<file path="config.mk">
export PLATFORM = sky130hd
export DESIGN_NAME = pc_stack_unit
export DESIGN_NICKNAME = d
export VERILOG_FILES = /design/src/rtl/pc_stack_unit.sv
export SDC_FILE = /design/constraint.sdc
export NUM_CORES = 1
export LEC_CHECK = 0
export CAP_MARGIN = 20
export CORE_ASPECT_RATIO = 1.2
export CORE_MARGIN = 2
export CORE_UTILIZATION = 56
export CTS_BUF_LIST = sky130_fd_sc_hd__clkbuf_2 sky130_fd_sc_hd__clkbuf_4 sky130_fd_sc_hd__clkbuf_8
export DETAILED_ROUTE_END_ITERATION = 7
export PLACE_DENSITY_LB_ADDON = 0.1
export SKIP_LAST_GASP = 1
export SYNTH_ARGS = -nofsm -noshare
export SYNTH_HDL_FRONTEND = slang
export SYNTH_SLANG_ARGS = --single-unit
</file>
<file path="constraint.sdc">
create_clock -name clk -period 2.4 [get_ports clk]
set_clock_uncertainty 0.1 [all_clocks]
set_input_delay 0.48 -clock clk [delete_from_list [all_inputs] [get_ports clk]]
set_output_delay 0.48 -clock clk [all_outputs]
set_load 0.1 [all_outputs]
</file>
<file path="src/rtl/pc_stack_unit.sv">
`default_nettype none
// ============================================================================
// Module   : pc_stack_unit
// Brief    : Fetch-stage program counter with jump/branch/call/return and a
//            circular return-address stack.
// Revision : 1.0 - initial release
// ============================================================================
module pc_stack_unit #(
  parameter int                 ADDR_W     = 8,
  parameter int                 OFF_W      = 8,
  parameter int                 RAS_DEPTH  = 4,
  parameter logic [ADDR_W-1:0]  RESET_ADDR = '0
) (
  input  logic                         clk,
  input  logic                         rst,
  input  logic                         stall,
  input  logic                         jump_en,
  input  logic [ADDR_W-1:0]            jump_target,
  input  logic                         branch_en,
  input  logic [OFF_W-1:0]             branch_off,
  input  logic                         call_en,
  input  logic                         ret_en,
  output logic [ADDR_W-1:0]            pc,
  output logic                         redirect,
  output logic [$clog2(RAS_DEPTH):0]   ras_count,
  output logic                         ras_overflow,
  output logic                         ras_underflow
);

  localparam int PTR_W = $clog2(RAS_DEPTH);
  localparam int CNT_W = PTR_W + 1;
  localparam logic [ADDR_W-1:0] c_pc_one  = {{(ADDR_W-1){1'b0}}, 1'b1};
  localparam logic [PTR_W-1:0]  c_ptr_one = {{(PTR_W-1){1'b0}}, 1'b1};
  localparam logic [CNT_W-1:0]  c_cnt_one = {{(CNT_W-1){1'b0}}, 1'b1};
  localparam logic [CNT_W-1:0]  c_depth   = CNT_W'(RAS_DEPTH);

  logic [ADDR_W-1:0] r_pc;
  logic              r_redirect;
  logic [PTR_W-1:0]  r_top;
  logic [CNT_W-1:0]  r_count;
  logic              r_ovf;
  logic              r_unf;
  logic [ADDR_W-1:0] r_ras [RAS_DEPTH];

  logic [ADDR_W-1:0] w_pc_inc;
  logic [ADDR_W-1:0] w_off_ext;
  logic [ADDR_W-1:0] w_pc_nxt;
  logic              w_red_nxt;
  logic [PTR_W-1:0]  w_top_nxt;
  logic [CNT_W-1:0]  w_cnt_nxt;
  logic              w_ovf_nxt;
  logic              w_unf_nxt;
  logic              w_push;

  // Offset is sign-extended to the PC width before the modular add
  if (OFF_W < ADDR_W) begin : g_sext
    assign w_off_ext = {{(ADDR_W-OFF_W){branch_off[OFF_W-1]}}, branch_off};
  end else begin : g_nosext
    assign w_off_ext = branch_off[ADDR_W-1:0];
  end

  assign w_pc_inc = r_pc + c_pc_one;

  always_comb begin
    w_pc_nxt  = r_pc;
    w_red_nxt = 1'b0;
    w_top_nxt = r_top;
    w_cnt_nxt = r_count;
    w_ovf_nxt = r_ovf;
    w_unf_nxt = r_unf;
    w_push    = 1'b0;
    if (!stall) begin
      if (ret_en) begin
        if (r_count != '0) begin
          w_pc_nxt  = r_ras[r_top];
          w_top_nxt = r_top - c_ptr_one;
          w_cnt_nxt = r_count - c_cnt_one;
          w_red_nxt = 1'b1;
        end else begin
          w_pc_nxt  = w_pc_inc;
          w_unf_nxt = 1'b1;
        end
      end else if (call_en) begin
        // Full stack: the write pointer wraps onto the oldest entry
        w_push    = 1'b1;
        w_pc_nxt  = jump_target;
        w_top_nxt = r_top + c_ptr_one;
        w_red_nxt = 1'b1;
        if (r_count == c_depth) begin
          w_ovf_nxt = 1'b1;
        end else begin
          w_cnt_nxt = r_count + c_cnt_one;
        end
      end else if (jump_en) begin
        w_pc_nxt  = jump_target;
        w_red_nxt = 1'b1;
      end else if (branch_en) begin
        w_pc_nxt  = r_pc + w_off_ext;
        w_red_nxt = 1'b1;
      end else begin
        w_pc_nxt  = w_pc_inc;
      end
    end
  end

  always_ff @(posedge clk) begin
    if (rst) begin
      r_pc       <= RESET_ADDR;
      r_redirect <= 1'b0;
      r_top      <= '0;
      r_count    <= '0;
      r_ovf      <= 1'b0;
      r_unf      <= 1'b0;
    end else begin
      r_pc       <= w_pc_nxt;
      r_redirect <= w_red_nxt;
      r_top      <= w_top_nxt;
      r_count    <= w_cnt_nxt;
      r_ovf      <= w_ovf_nxt;
      r_unf      <= w_unf_nxt;
    end
  end

  always_ff @(posedge clk) begin
    if (!rst && w_push) begin
      r_ras[w_top_nxt] <= w_pc_inc;
    end
  end

  assign pc            = r_pc;
  assign redirect      = r_redirect;
  assign ras_count     = r_count;
  assign ras_overflow  = r_ovf;
  assign ras_underflow = r_unf;

endmodule
`default_nettype wire

</file>
After elaboration in Yosys (flattened, before gate mapping)
Memories as Yosys holds them, arrays and structs flattened. A register that Yosys moved wholly into a read port is not among the register bits.
Index checks and enable logic that the tools add are counted.
{"block": "classes", "n_addsub": 6, "n_mul": 0, "div": 0, "n_lt_le_gt_ge": 0, "n_eq_ne": 3, "shift": 0, "n_mux": 24, "bitwise": 3, "n_reduce_logical": 8}
{"operator": "2-to-1 mux 8 bit", "n": 5}
{"operator": "2-to-1 mux 3 bit", "n": 4}
{"operator": "2-to-1 mux 1 bit", "n": 10}
{"operator": "2-to-1 mux 2 bit", "n": 5}
{"operator": "adder 8 x 1 -> 8 bit (second input constant)", "n": 1}
{"operator": "adder 8 bit", "n": 1}
{"operator": "AND reduction 4 bit", "n": 2}
{"operator": "adder 3 x 1 -> 3 bit (second input constant)", "n": 1}
{"operator": "equality test 3 bit (second input constant)", "n": 1}
{"operator": "NOT 1 bit", "n": 3}
{"operator": "AND reduction 3 bit", "n": 1}
{"operator": "nonzero test 3 bit", "n": 1}
{"operator": "subtractor 3 x 1 -> 3 bit (second input constant)", "n": 1}
{"operator": "adder 2 x 1 -> 2 bit (second input constant)", "n": 1}
{"operator": "!= test 2 x 1 -> 1 bit (second input constant)", "n": 1}
{"operator": "!= test 2 bit (second input constant)", "n": 1}
{"operator": "nonzero test 2 bit", "n": 1}
{"operator": "OR reduction 2 bit", "n": 1}
{"operator": "subtractor 2 x 1 -> 2 bit (second input constant)", "n": 1}
{"operator": "logical AND 1 bit", "n": 1}
{"operator": "logical NOT 1 bit", "n": 1}
{"block": "word_totals", "ff_bits": 16, "latchBits": 0, "ramBits": 32, "rom_bits": 0, "input_bits": 23, "out_inout_bits": 14, "mem_count": 1}
{"name": "r_ras", "depth": 4, "word_bits": 8, "read_ports": 1, "rd_ports_with_merged_regs": 1, "write_ports": 1, "line_no": "43", "text": "logic [ADDR_W-1:0] r_ras [RAS_DEPTH];"}

Logic depth before layout (Yosys ltp)
{"block": "logic_depth", "depth_word": 6, "depth_mapped": 9}

Least setup slack after synthesis
No wires, ideal clock.
{"block": "synth_path", "kind": "register -> register", "startpoint": "reg r_pc[0], in the netlist pc[0]", "endpoint": "reg r_pc[6], in the netlist pc[6]", "t_arrival_ns": 2.660, "setup_slack_ns": -0.504, "path_stages_with_launch": 10, "cell_sequence": "dfxtp_1 ha_1 inv_1 fa_1 nand2b_1 a21oi_1 nor2_1 and4b_1 o41ai_1 a221oi_1"}
{"block": "synth_via", "elab_chain_len": 5, "word_cells_on_any_way": 7, "classes_between": "add/sub: 2; mux: 5"}
{"item": "from (decl)", "line_no": "37", "text": "logic [ADDR_W-1:0] r_pc;"}
{"item": "from (signal assigned)", "line_no": "115", "text": "r_pc <= w_pc_nxt;"}
{"item": "adder 8 x 1 -> 8 bit or adder 8 bit (tied branches)", "line_no": "62, 98"}
{"item": "2-to-1 mux 8 bit", "line_no": "97", "text": "end else if (branch_en) begin"}
{"item": "2-to-1 mux 8 bit", "line_no": "94", "text": "end else if (jump_en) begin"}
{"item": "2-to-1 mux 8 bit", "line_no": "83", "text": "end else if (call_en) begin"}
{"item": "2-to-1 mux 8 bit (*)", "line_no": "73", "text": "if (ret_en) begin"}
Mark *: on every way between the ends. The rest lies on a longest branch, timed or not.
A chain may end at the register's enable or synchronous reset.

Worst setup path in the final report
{"block": "layout_path", "startpoint": "in branch_off[1]", "endpoint": "reg r_pc[5], in the netlist pc[5]"}
{"block": "layout_via", "elab_chain_len": 5}
{"item": "from (decl)", "line_no": "20", "text": "input logic [OFF_W-1:0] branch_off,"}
{"item": "adder 8 bit", "line_no": "98", "text": "w_pc_nxt = r_pc + w_off_ext;"}
{"item": "2-to-1 mux 8 bit", "line_no": "97"}
{"item": "2-to-1 mux 8 bit", "line_no": "94"}
{"item": "2-to-1 mux 8 bit", "line_no": "83"}
{"item": "2-to-1 mux 8 bit", "line_no": "73"}
No other way between the ends.

==> impl_metrics.yaml <==
status:
  status: "finished, final reports clean"
cells_and_area:
  area_growth_pct: 26.5
  drive_gt1_share_pct: 26.1
  nets: 323
  fill_cells: 342
  antennaDiodeCount: 0
  post-route-cell-area_um2: 3290
setup_path:
  crit_required_ps: 2530
  path_class: "input pin to flop"
  cp_max_fo: 3
  crit_arrival_ps: 2370
  endpoint_kind: "flop"
  start_kind: "input pin"
pwr:
  pwr_density_cell_nw_per_um2: 671
  p_leak_nw: 1.28
  vdd_drop_max_mv: 0.560
  fin_total_pwr_mw: 2.21
global_route:
  grt_max_degree: 21
  grt_usage_pct: 25.2
  grt_first_pass_wirelength_mm: 9.79
  overflow: 0
  antenna_found_initial: 0
  grt_pass1_vias: 2109
clock_network:
  numCtsBuffers: 5
  cts.clk_slew.worst_paths_ps: 100
  cts_sinks: 48
  ctsHoldBuffers: 0
  postCtsResizedCells: 0
  insertion_delay_ps: 310
  clockBufferDepth: 2
  cts_setup_buffers: 0
  cts_tree: "done"
  clockRootBuffer: "clkbuf_8"
  htreeDepth: 2
floorplan:
  core-area_um2: 4530
  start_util_pct: 57.5
  rows: 27
  fp.dieW_um: 66.2
  dieHeight_um: 78.7
  io_pins: 37
  dieArea_um2: 5210
job:
  cap_violations: 0
synthesis:
  synth-seq-area-share_pct: 49.2
  synth-seq-cells: 48
  yosys_most_used_dff: "edfxtp_1"
  synth_warnings: 0
  synth_commonest_cells: "edfxtp_1, nor2_1, inv_1, dfxtp_1, nand2_1"
  synth_area_leaders: "edfxtp_1, dfxtp_1, mux4_2"
  synth_top_area_share_pct: 36.9
  synth.most_common_cell: "edfxtp_1"
  async_flop_share_pct: 0
  synth_top_area_cell: "edfxtp_1"
  synth_edf_count: 32
  synth.distinct_cells: 50
  avgSynthCellArea_um2: 11.1
  syn-num-nets: 268
  syn_area_um2: 2600
  syn_inst: 235
timing:
  hold_violations: 0
  drv_slew: 0
  grt_setup_unrepaired: "false"
  period_needed_ps: 2240
  relSlewSlack_pct: 64.7
  maxClockFrequency_ghz: 0.447
  final.setup.tns_ps: 0
  setup_viol: 0
  tightest_slew_ps: 529
  finalCritPeriodShare_pct: 93.1
placed_design:
  routabilityCongestion: 0.797
  dp_hpwl_mm: 4.59
  placed_area_um2: 3130
  portBuffers: 36
detailed_routing:
  drc: 0
  dr.pass1.iters: 4
  first_iter_violations: 91
  wl_per_cell_um: 17.4
  vias: 2049
  antenna_left: 0
  routed_wl_mm: 6.07
  viasPerCell: 5.87
hold_path:
  hold_path_class: "flop to flop"
-- critical path, stage by stage --
cell	delay [ps]
clkdlybuf4s50_1	420
ha_1	310
a211oi_1	250
nor2_1	110
o21ai_1	200
mux2i_1	210
nand4_1	150
a221oi_2	230
-- state kept, by name, summed over array words and instances, names as in the netlist --
name,cells
r_ras,32
pc,8
ras_count,3
r_top,2
ras_overflow,1
ras_underflow,1
redirect,1
-- cell usage in the layout (no fill, tap or decap), types with 4 or more instances in the layout --
cell	synthesis	final
a21oi_1	13	13
a221oi_1	4	4
buf_4	0	37
clkbuf_8	0	6
clkdlybuf4s50_1	0	21
dfxtp_1	16	11
dfxtp_2	0	4
edfxtp_1	32	32
ha_1	8	7
inv_1	17	16
mux2i_1	4	4
mux4_2	8	8
nand2_1	14	14
nand3_1	5	5
nor2_1	26	26
nor3_1	7	6
o21ai_0	11	10
xnor2_1	10	10
xor2_1	4	4
-- stage by stage --
| stage | worst slack (ps) | instances | hold WS (ps) | utilization [%] |
|---|---|---|---|---|
| global placement | -273 | 341 | 356 | 69.2 |
| global route | 55.8 | 349 | 438 | 72.7 |
| floorplan | 18.4 | 235 | 446 | - |
| finish | 165 | 349 | 383 | 72.7 |
| CTS | 32.6 | 349 | 387 | 71.9 |
| detailed placement | -318 | 341 | 365 | 69.2 |
-- area by class of cell --
cell class              count  area [um^2]  area share [%]
repair buffers             60          512            15.5
multi-input cells         158         1230            37.5
clock buffers               6         82.6            2.51
flip-flops and latches     48         1290            39.2
clock inverters             2         38.8            1.18
inverters                  17         63.8            1.94
well taps                  58         72.6            2.20
-- cell families after synthesis --
logic type,after synthesis,share of synthesized area (%)
AO/OA/AOI/OAI,53,14.8
XOR/XNOR,14,4.71
adder cells (fa/ha/maj),10,5.38
buffers and inverters,29,4.66
flip-flops,48,49.2
multiplexers,12,8.46
AND/OR/NAND/NOR,69,12.8
-- where the power goes --
group / switching (mW) / leakage [nW] / internal [mW] / total [mW]
Sequential: 0.0437 / 0.426 / 0.924 / 0.967
Clock: 0.274 / 0.0614 / 0.341 / 0.615
Combinational: 0.390 / 0.788 / 0.238 / 0.629
-- final timing paths --
check	end	start	slack, ps	depth (start not counted)
setup / recovery	pc[5]$_SDFFE_PP0N_	branch_off[1]	160	8
hold / removal	ras_underflow$_SDFFE_PP0P_	ras_underflow$_SDFFE_PP0P_	380	2
hold reg to reg	ras_underflow$_SDFFE_PP0P_	ras_underflow$_SDFFE_PP0P_	380	2
setup reg to reg	pc[4]$_SDFFE_PP0N_	pc[0]$_SDFFE_PP0N_	280	10
-- layer usage --
metal  routed length (um)  global-route usage (%)  vias up
met5                    0                       0        -
met4                  187                    11.2        0
met3                  187                    3.40       17
met2                 3010                    43.0       56
met1                 2690                    31.4     1000
li1                     -                       -      976
Power figures use the tool's default switching activity.
